--- src/rtl/sp_noise_injector.sv ---
// Salt-and-pepper noise injector for an 8-bit luma stream with a single
// output register stage, per-frame LFSR reseed and per-frame hit counters.
module sp_noise_injector #(
   parameter logic [7:0]  SALT_VAL   = 8'd255,
   parameter logic [7:0]  PEPPER_VAL = 8'd0,
   parameter logic [15:0] LFSR_SEED  = 16'hACE1,
   parameter int unsigned CNT_W      = 20
) (
   input  logic             clk,
   input  logic             rst_n,
   input  logic             noise_en,
   input  logic [8:0]       density,
   input  logic             in_valid,
   output logic             in_ready,
   input  logic [7:0]       in_y,
   input  logic             in_sof,
   input  logic             in_eof,
   output logic             out_valid,
   input  logic             out_ready,
   output logic [7:0]       out_y,
   output logic             out_sof,
   output logic             out_eof,
   output logic [CNT_W-1:0] salt_cnt,
   output logic [CNT_W-1:0] pepper_cnt,
   output logic [CNT_W-1:0] frame_hits
);

   // An all-zero seed would lock the LFSR, so it is promoted to 1.
   localparam logic [15:0]      C_SEED = (LFSR_SEED == 16'h0000) ? 16'h0001 : LFSR_SEED;
   localparam logic [CNT_W-1:0] C_ONE  = CNT_W'(1);

   logic [15:0]      r_lfsr;
   logic             r_out_valid;
   logic [7:0]       r_out_y;
   logic             r_out_sof;
   logic             r_out_eof;
   logic [CNT_W-1:0] r_salt;
   logic [CNT_W-1:0] r_pepper;
   logic [CNT_W-1:0] r_frame_hits;

   logic             w_accept;
   logic [15:0]      w_l;
   logic [15:0]      w_l_next;
   logic [8:0]       w_dens;
   logic             w_hit;
   logic             w_salt_hit;
   logic             w_pepper_hit;
   logic [7:0]       w_y;
   logic [CNT_W-1:0] w_salt_base;
   logic [CNT_W-1:0] w_pepper_base;
   logic [CNT_W-1:0] w_salt_new;
   logic [CNT_W-1:0] w_pepper_new;
   logic [CNT_W:0]   w_sum;
   logic [CNT_W-1:0] w_sum_sat;

   assign in_ready = !r_out_valid || out_ready;
   assign w_accept = in_valid && in_ready;

   always_comb begin
      w_l      = in_sof ? C_SEED : r_lfsr;
      w_l_next = (w_l >> 1) ^ (w_l[0] ? 16'hB400 : 16'h0000);
      w_dens   = density[8] ? 9'd256 : density;
      w_hit    = noise_en && ({1'b0, w_l[7:0]} < w_dens);
      w_salt_hit   = w_hit && w_l[8];
      w_pepper_hit = w_hit && !w_l[8];
      if (w_salt_hit)
         w_y = SALT_VAL;
      else if (w_pepper_hit)
         w_y = PEPPER_VAL;
      else
         w_y = in_y;
   end

   // Counters restart on sof and saturate; the eof total includes this pixel.
   always_comb begin
      w_salt_base   = in_sof ? '0 : r_salt;
      w_pepper_base = in_sof ? '0 : r_pepper;
      w_salt_new    = (w_salt_hit && (w_salt_base != '1)) ? w_salt_base + C_ONE : w_salt_base;
      w_pepper_new  = (w_pepper_hit && (w_pepper_base != '1)) ? w_pepper_base + C_ONE : w_pepper_base;
      w_sum         = {1'b0, w_salt_new} + {1'b0, w_pepper_new};
      w_sum_sat     = w_sum[CNT_W] ? '1 : w_sum[CNT_W-1:0];
   end

   always_ff @(posedge clk) begin
      if (!rst_n) begin
         r_lfsr       <= C_SEED;
         r_out_valid  <= 1'b0;
         r_out_y      <= '0;
         r_out_sof    <= 1'b0;
         r_out_eof    <= 1'b0;
         r_salt       <= '0;
         r_pepper     <= '0;
         r_frame_hits <= '0;
      end else if (w_accept) begin
         r_lfsr      <= w_l_next;
         r_out_valid <= 1'b1;
         r_out_y     <= w_y;
         r_out_sof   <= in_sof;
         r_out_eof   <= in_eof;
         r_salt      <= w_salt_new;
         r_pepper    <= w_pepper_new;
         if (in_eof)
            r_frame_hits <= w_sum_sat;
      end else if (out_ready) begin
         r_out_valid <= 1'b0;
      end
   end

   assign out_valid  = r_out_valid;
   assign out_y      = r_out_y;
   assign out_sof    = r_out_sof;
   assign out_eof    = r_out_eof;
   assign salt_cnt   = r_salt;
   assign pepper_cnt = r_pepper;
   assign frame_hits = r_frame_hits;

endmodule

--- config.mk ---
export PLATFORM = sky130hd
export DESIGN_NAME = sp_noise_injector
export DESIGN_NICKNAME = d
export VERILOG_FILES = /design/src/rtl/sp_noise_injector.sv
export SDC_FILE = /design/constraint.sdc
export NUM_CORES = 1
export LEC_CHECK = 0
export BUFFER_PORTS_ARGS = -buffer_cell sky130_fd_sc_hd__buf_2
export CAP_MARGIN = 20
export CORE_ASPECT_RATIO = 0.7
export CORE_MARGIN = 2
export CORE_UTILIZATION = 50
export DETAILED_ROUTE_END_ITERATION = 7
export PLACE_DENSITY = 0.78
export SYNTH_ARGS = -nofsm -noshare
export SYNTH_HDL_FRONTEND = slang
export SYNTH_SLANG_ARGS = --single-unit
--- constraint.sdc ---
create_clock -name clk -period 15.87 [get_ports clk]
set_clock_uncertainty 0.2 [all_clocks]
set_input_delay 2.3805 -clock clk [delete_from_list [all_inputs] [get_ports clk]]
set_output_delay 2.3805 -clock clk [all_outputs]
set_load 0.02 [all_outputs]
==> flow_summary.toml, run 1 <==
[outcome]
status = "finished clean"

[clock_network]
clkLatencyLatePin_ns = 0.35
clock_sinks = 87
post_cts_buffers = 0
clockBufferDepth = 2
tritoncts.num_buffers = 9
clkTransAtPathRegs_ns = 0.06
cts_root_buffer = "clkbuf_16"
cts_tree = "done"
htreeDepth = 3
post_cts_resized = 0
cts_hold_buf = 0

[timing]
rsz0062_at_grt = "false"
worst_pin_slew_ns = 0.900
tns_ns = 0
hold_viol = 0
period_share_pct = 48.9
setup_viol = 0
slew_violations = 0
max-slew-margin-rel_pct = 40.0
max_freq_mhz = 129
fin_crit_ns = 7.76

[power]
finalPower_mw = 0.497
p_int_mw = 0.360
ir_drop_mv = 0.0563
clockPowerShare_pct = 41.9
p_leak_nw = 2.72
p_comb_share_pct = 11.7
switchingPower_mw = 0.137
p_seq_share_pct = 46.4
power.share.switching_pct = 27.5
p_per_area_mw_per_mm2 = 71.7

[logic_synthesis]
synth.top_cell.area_share_pct = 28.4
yosysMostFrequentCell = "a21oi_1"
async_flop_share_pct = 0
synth_compound_area_share_pct = 20.9
synth_common_cells = "a21oi_1, dfxtp_1, nand2_1"
ys.flop_type = "dfxtp_1"
synth.avg_cell_area_um2 = 7.48
synthDistinctLibCells = 55
yosys.area_share.adder_pct = 6.24
yosys-mux-area-fraction_pct = 2.02
synth_enable_flop_cells = 0
syn_area_mm2 = 0.00613
syn_inst = 820
synthTopCellsByArea = "dfxtp_1, a21oi_1, ha_1, nand2_1, xnor2_1"
yosys.area_share.simple_pct = 31.2
yosysWarnings = 0
seq_area_frac_synth_pct = 28.4
synth_top_family_by_area = "simple AND/OR/NAND/NOR gates"
yosys_register_bits = 87
syn_nets = 874
synth_top_area_cell = "dfxtp_1"
synth_xor_area_share_pct = 7.00

[die]
core_mm2 = 0.0119
ios = 96
num_rows = 33
initial_utilization_pct = 51.8
fp.dieW_um = 136
dieHeight_um = 96.7
dieArea_mm2 = 0.0132

[route]
ant_nets = 0
drc = 0
vias = 6350
finalWirelength_mm = 17.6
vias_per_cell = 6.12
drtIter0Drc = 558
wl_per_cell_um = 17.0
dr.pass1.iters = 5

[global_routing]
grt_pass1_vias = 5662
grt.total_usage_pct = 26.8
antenna_found_initial = 0
grt_start_max_net_pins = 67
grt_pass1_wl_mm = 28.6
overflow = 0

[cells_and_area]
drive_gt1_share_pct = 15.6
final_area_mm2 = 0.00693
fin_nets = 930
diodes = 0
area.growth.synth_to_final_pct = 13.0

[worst_setup_path]
rrSetupSlack_ns = 10.68
critical_path_required_ns = 15.90
worstSetupPathType = "input pin to flip-flop"
critPathArrivalTime_ns = 7.79
regToRegEndpoint = "frame_hits[1]"
worstSetupStartpointType = "input pin"
cp_max_fo = 58
timing.rr.start = "salt_cnt[0]"
critPathCaptureType = "flip-flop"
endpoint = "frame_hits[14]"
critPathLaunch = "in_sof"
rr_worst_depth = 17

[placed_design]
io_buffer_count = 95
dpl.hpwl_mm = 12.4
gp_congestion = 0.913
post_dp_cell_area_mm2 = 0.00663

[hold_path]
min_path_type = "flip-flop to flip-flop"

[flow_run]
cap_viol_max_count = 0
[worst min path at each step]
stage                          from        end  slack, ns  cells past startpoint
after floorplan           r_lfsr[1]  r_lfsr[1]       0.23                      2
after global placement    r_lfsr[1]  r_lfsr[1]       0.24                      2
after detailed placement  r_lfsr[1]  r_lfsr[1]       0.24                      2
after CTS                 r_lfsr[1]  r_lfsr[1]       0.25                      2
after global routing      r_lfsr[1]  r_lfsr[1]       0.27                      2
final                     r_lfsr[1]  r_lfsr[1]       0.25                      2
[registers in the layout (all words and copies together) (netlist names)]
register    count
out_valid       1
r_lfsr         16
frame_hits     20
out_y           8
out_sof         1
salt_cnt       20
pepper_cnt     20
out_eof         1
[power by group through the flow]
stage	Combinational, mW	Sequential (mW)	Clock, mW
2_1_floorplan	0.0341	0.241	0
5_1_grt	0.0641	0.232	0.220
4_1_cts	0.0575	0.231	0.213
3_3_place_gp	0.0562	0.236	0
3_5_place_dp	0.0572	0.235	0
6_report	0.0579	0.231	0.208
[critical path, cell delays in order]
cell and delay [ns]:
buf_2 0.39, buf_4 0.58, nor2b_1 0.21, ha_1 0.27, and3_1 0.20, and3_1 0.26, nand3_1 0.44, nand2_1 0.43
or3_1 0.45, a21oi_1 0.20, ha_1 0.32, o211ai_1 0.17, a21oi_1 0.08, o21ai_0 0.48, a21oi_1 0.20, nor2_1 0.38
buf_6 0.22, a31oi_1 0.09
[area by class of cell]
type	count	area, um2
Inverter	10	37.5
Multi-Input combinational cell	666	4130
Clock buffer	11	253
Fill cell	1085	4920
Tap cell	157	196
Clock inverter	5	38.8
Timing Repair Buffer	102	532
Sequential cell	87	1740
[cells by family after synthesis]
| family | after synthesis |
|---|---|
| simple gates | 361 |
| flops | 87 |
| xor+xnor | 49 |
| fa+ha+maj | 30 |
| mux | 12 |
| compound gates | 214 |
| buf+inv | 67 |
[layout by cell type, fill, tap and decap left out, types with 3 or more instances in the layout]
cell type	count
o21bai_1	6
o31ai_1	3
o311ai_0	5
a21oi_1	88
dfxtp_1	87
buf_2	95
o21a_1	3
clkbuf_16	9
nand3_1	37
or3_1	22
a311o_1	3
nor4_1	11
nor3_1	32
a21o_1	6
or4_1	6
xnor2_1	33
o2111ai_1	3
o211ai_1	10
nor2_1	49
and4_1	5
inv_1	10
nand4_1	31
o21ai_0	54
a31oi_1	13
mux2_2	3
nand2_1	81
a211oi_1	5
a41oi_1	3
and2_1	9
xor2_1	16
nor2b_1	32
and3_1	14
or2_2	6
ha_1	29
nand2b_1	15
mux2i_1	9
nand4b_1	5
buf_4	6
[stage by stage]
| stage | cells | utilization [%] | setup WS [ns] | hold slack [ns] |
|---|---|---|---|---|
| floorplan | 820 | - | 8.86 | 0.232 |
| global placement | 1021 | 55.9 | 7.72 | 0.241 |
| detailed placement | 1021 | 55.9 | 7.48 | 0.244 |
| CTS | 1037 | 58.4 | 7.84 | 0.253 |
| global route | 1038 | 58.5 | 7.70 | 0.275 |
| finish | 1038 | 58.5 | 8.11 | 0.252 |
[metal layers]
layer  track usage [%]  wire [um]
met1              38.2       8130
met4              7.53        359
met3              6.71       1610
met5                 0          0
met2              40.1       7500
Note: power is estimated with default switching activity, not from simulation.
==> run 2: changes to the inputs <==
- PLACE_DENSITY: 0.78 -> 0.81
- clock period: 15.87 -> 6.5 ns (I/O delays scaled with it)
==> run 2 against run 1 <==
Die area did not move. Critical path type unchanged. Sequential power increased by 140%. Combinational power up 150%. Largest power group unchanged. Via count rose by 2.0%. Wire length rose by 3.7%. Largest cell class unchanged.
==> flow_summary.toml, run 2 (synthesis results as in run 1) <==
[flow_run]
cap_viol_max_count = 0

[timing]
final.setup.worst_slack_ns = 0.878
hold_viol = 0
rsz0062_at_grt = "false"
setup_viol = 0
slew_violations = 0
worst_pin_slew_ns = 0.949
max-slew-margin-rel_pct = 36.7
fin_crit_ns = 5.62
period_share_pct = 86.5
max_freq_mhz = 178
tns_ns = 0

[route]
vias_per_cell = 6.19
vias = 6479
drc = 0
drtIter0Drc = 770
dr.pass1.iters = 5
wl_per_cell_um = 17.4
ant_nets = 0
finalWirelength_mm = 18.3

[global_routing]
grt_pass1_wl_mm = 29.2
grt_start_max_net_pins = 67
grt_pass1_vias = 5828
overflow = 0
grt.total_usage_pct = 27.4
antenna_found_initial = 0

[power]
finalPower_mw = 1.23
p_per_area_mw_per_mm2 = 176
p_leak_nw = 2.76
ir_drop_mv = 0.129

[die]
fp.dieW_um = 136
dieHeight_um = 96.7
ios = 96
dieArea_mm2 = 0.0132
core_mm2 = 0.0119
initial_utilization_pct = 51.8
num_rows = 33

[cells_and_area]
fin_nets = 938
drive_gt1_share_pct = 16.3
area.growth.synth_to_final_pct = 14.1
layout_commonest_cell = "buf_2"
instances_no_fill = 1046
most-common-layout-cells = "buf_2, a21oi_1, dfxtp_1"
diodes = 0
utilization_pct = 59.0

[worst_setup_path]
rr_worst_depth = 17
critical_path_required_ns = 6.57
worstSetupStartpointType = "input pin"
critPathCaptureType = "flip-flop"
critPathLaunch = "in_sof"
worstSetupPathType = "input pin to flip-flop"
timing.rr.start = "pepper_cnt[0]"
cp_max_fo = 41
critPathArrivalTime_ns = 5.70

[clock_network]
post_cts_resized = 0
clockBufferDepth = 2
cts_root_buffer = "clkbuf_16"
clkTransAtPathRegs_ns = 0.07
clock_sinks = 87
cts_tree = "done"
htreeDepth = 3
post_cts_buffers = 0
clkLatencyLatePin_ns = 0.35
tritoncts.num_buffers = 9
cts_hold_buf = 0

[hold_path]
whs_path_depth = 2
min_path_type = "flip-flop to flip-flop"
hold_path.startpoint = "r_lfsr[2]"

[placed_design]
placed_cells = 1029
io_buffer_count = 95
detailedPlace.worstSlack_ns = 0.211
dpl.hpwl_mm = 12.8
gp_congestion = 0.951

[outcome]
status = "finished clean"
[run 2: cell count changes in the layout (fill, tap and decap cells not counted)]
cell	change
buf_4	+9
clkbuf_8	-2
clkinv_8	+2
buf_6	-1
clkinv_2	-1
clkinv_4	+1
clkinvlp_4	-1
inv_6	+1
[run 2: cell type report]
class / count / area [um2]
Sequential cell: 87 / 1740
Fill cell: 1106 / 4850
Tap cell: 157 / 196
Multi-Input combinational cell: 666 / 4130
Timing Repair Buffer: 110 / 588
Clock buffer: 9 / 225
Clock inverter: 7 / 76.3
Inverter: 10 / 37.5
[run 2: path summary, 6_finish.rpt]
check,endpoint,slack [ns]
worst max register to register,frame_hits[15],1.29
worst min-delay path,r_lfsr[2],0.26
worst max-delay path,frame_hits[15],0.88
worst min register to register,r_lfsr[2],0.26
[run 2: report_power, final]
group          total [mW]  switching (mW)  leakage, nW  internal [mW]
sequential          0.563          0.0116        0.709          0.552
combinational       0.143          0.0973         1.90         0.0461
clock               0.523           0.252        0.147          0.271
[run 2: routing by layer]
metal / global-route usage [%] / up-vias / share of wire (%)
met5: 0 / - / 0
met4: 7.29 / 0 / 2.0
met3: 5.03 / 37 / 9.2
met2: 40.8 / 306 / 42
met1: 40.4 / 3020 / 47
li1: - / 3116 / -
[run 2: worst max-delay path: stages]
cell	delay [ns]
buf_2	0.24
buf_4	0.41
nor2b_1	0.11
ha_1	0.27
nand4_1	0.15
nor3_1	0.11
and4_1	0.36
nor3_1	0.69
xor2_1	0.21
ha_1	0.19
inv_1	0.06
fa_1	0.39
nand2b_1	0.18
a21oi_1	0.24
o21ai_0	0.27
a21oi_1	0.31
nor2_1	0.12
buf_4	0.21
a21oi_1	0.15
[run 2: metrics by stage]
step	hold WS, ns	area [um2]
after CTS	0.257	6990
after floorplan	0.232	6130
after detailed placement	0.247	6690
after global routing	0.277	7000
final	0.259	7000
after global placement	0.243	6690
==> run 3: changes to the inputs <==
- CTS_BUF_LIST: unset -> sky130_fd_sc_hd__clkbuf_8
==> run 3 against run 2 <==
Critical path depth unchanged. Final cell count unchanged. Worst setup slack got worse by 0.018 ns. Wire length fell by 0.66%. Highest routed layer unchanged. Global-route usage shrank 0.13 points. Register-to-register slack worse by 0.10 ns. Total power is 11% lower. Maximum frequency down 0.33%. Clock-buffer cell count unchanged. Core utilization shrank 0.86 points. Combinational power hardly changed. Largest power group unchanged.
==> flow_summary.toml, run 3 (synthesis results as in run 1) <==
[power]
clockPowerShare_pct = 35.4
power.share.switching_pct = 31.5
switchingPower_mw = 0.344
p_comb_share_pct = 13.1
p_int_mw = 0.749
p_seq_share_pct = 51.6
ir_drop_mv = 0.116
p_leak_nw = 2.71
p_per_area_mw_per_mm2 = 158
finalPower_mw = 1.09

[placed_design]
gp_congestion = 0.951
placed_cells = 1029
detailedPlace.worstSlack_ns = 0.211
dpl.hpwl_mm = 12.8
io_buffer_count = 95

[cells_and_area]
utilization_pct = 58.2
fill_cells = 1113
area.growth.synth_to_final_pct = 12.4
diodes = 0
instances_no_fill = 1046
most-common-layout-cells = "buf_2, a21oi_1, dfxtp_1"
layout_commonest_cell = "buf_2"
fin_nets = 938
drive_gt1_share_pct = 16.3

[clock_network]
htreeDepth = 3
clockBufferDepth = 2
post_cts_buffers = 0
cts_hold_buf = 0
cts_tree = "done"
tritoncts.num_buffers = 9
clkTransAtPathRegs_ns = 0.10
cts_root_buffer = "clkbuf_8"
clock_sinks = 87
post_cts_resized = 0
clkLatencyLatePin_ns = 0.38

[die]
fp.dieW_um = 136
ios = 96
num_rows = 33
dieArea_mm2 = 0.0132
initial_utilization_pct = 51.8
core_mm2 = 0.0119
dieHeight_um = 96.7

[route]
ant_nets = 0
wl_per_cell_um = 17.3
dr.pass1.iters = 7
finalWirelength_mm = 18.1
wl_met2_mm = 7.57
drc = 0
dr_wl_met3_mm = 1.76
wl_met1_mm = 8.45
highest_layer = "met4"
drtIter0Drc = 793
vias = 6487
vias_per_cell = 6.20

[outcome]
status = "finished clean"

[worst_setup_path]
rrSetupSlack_ns = 1.19
regToRegEndpoint = "frame_hits[15]"
cp_common_cell = "a21oi_1"
path_cells = "buf_2, buf_4, nor2b_1, ha_1, nand4_1, nor3_1, and4_1, nor3_1, xor2_1, ha_1, inv_1, fa_1, nand2b_1, a21oi_1, o21ai_0, a21oi_1, nor2_1, buf_4, a21oi_1"
critical_path_required_ns = 6.61
cpMaxStageDelayCell = "nor3_1"
crit_family = "simple AND/OR/NAND/NOR gates"
worstSetupPathType = "input pin to flip-flop"
critPathArrivalTime_ns = 5.75
rr_worst_depth = 17
slowest_delay_ns = 0.68
critPathCaptureType = "flip-flop"
worstSetupStartpointType = "input pin"
cp_max_fo = 41
path_buf_inv = 4
timing.rr.start = "pepper_cnt[0]"

[hold_path]
min_path_type = "flip-flop to flip-flop"
hold_path.startpoint = "r_lfsr[2]"
whs_path_depth = 2
worst_hold_path.endpoint = "r_lfsr[2]"

[timing]
hold_viol = 0
max_freq_mhz = 177
worst_pin_slew_ns = 0.897
period_share_pct = 86.8
fin_crit_ns = 5.64
rsz0062_at_grt = "false"
setup_viol = 0
slew_violations = 0
tns_ns = 0
final.setup.worst_slack_ns = 0.860
max-slew-margin-rel_pct = 40.2

[global_routing]
grt_pass1_vias = 5813
grt.total_usage_pct = 27.3
overflow = 0
antenna_found_initial = 0
grt_start_max_net_pins = 67
grt_pass1_wl_mm = 29.1

[flow_run]
cap_viol_max_count = 0
## run 3: cell counts in the layout (fill, tap and decap cells not counted)
Identical to the previous run, type by type.
## run 3: tightest hold or removal path, cell delays in order (launching register included)
cell and delay (ns):
dfxtp_1 0.32, nand2_1 0.05, a21oi_1 0.05
## run 3: stage by stage
step	hold slack, ns	area (um2)
floorplan	0.232	6130
global placement	0.243	6690
detailed placement	0.247	6690
CTS	0.261	6890
global route	0.282	6890
finish	0.264	6890
## run 3: final cells by class
type	count	area (um2)	share of cell area (%)
multi-input combinational	666	4130	59.9
clock buffer	9	124	1.80
timing repair buffer	110	588	8.53
clock inverter	7	76.3	1.11
inverter	10	37.5	0.544
tap	157	196	2.85
sequential	87	1740	25.3
## run 3: worst max-delay path by stage
| stage | startpoint | to | slack, ns | cells after the start |
|---|---|---|---|---|
| after floorplan | in_sof | frame_hits[10] | 0.90 | 20 |
| after global placement | in_sof | frame_hits[14] | 0.42 | 17 |
| after detailed placement | in_sof | frame_hits[15] | 0.21 | 17 |
| after CTS | in_sof | frame_hits[15] | 0.59 | 17 |
| after global routing | in_sof | frame_hits[7] | 0.52 | 19 |
| final | in_sof | frame_hits[15] | 0.86 | 19 |
## run 3: routing by layer
layer / up-vias / track usage [%]
met1: 3000 / 40.5
met2: 320 / 40.4
met5: - / 0
met3: 46 / 4.98
li1: 3121 / -
met4: 0 / 7.13
## run 3: power groups by stage
stage               registers, mW  clock network, mW  logic [mW]
finish                      0.563              0.386       0.143
global route                0.566              0.416       0.158
CTS                         0.563              0.394       0.142
detailed placement          0.575                  0       0.141
global placement            0.575                  0       0.138
floorplan                   0.589                  0      0.0834
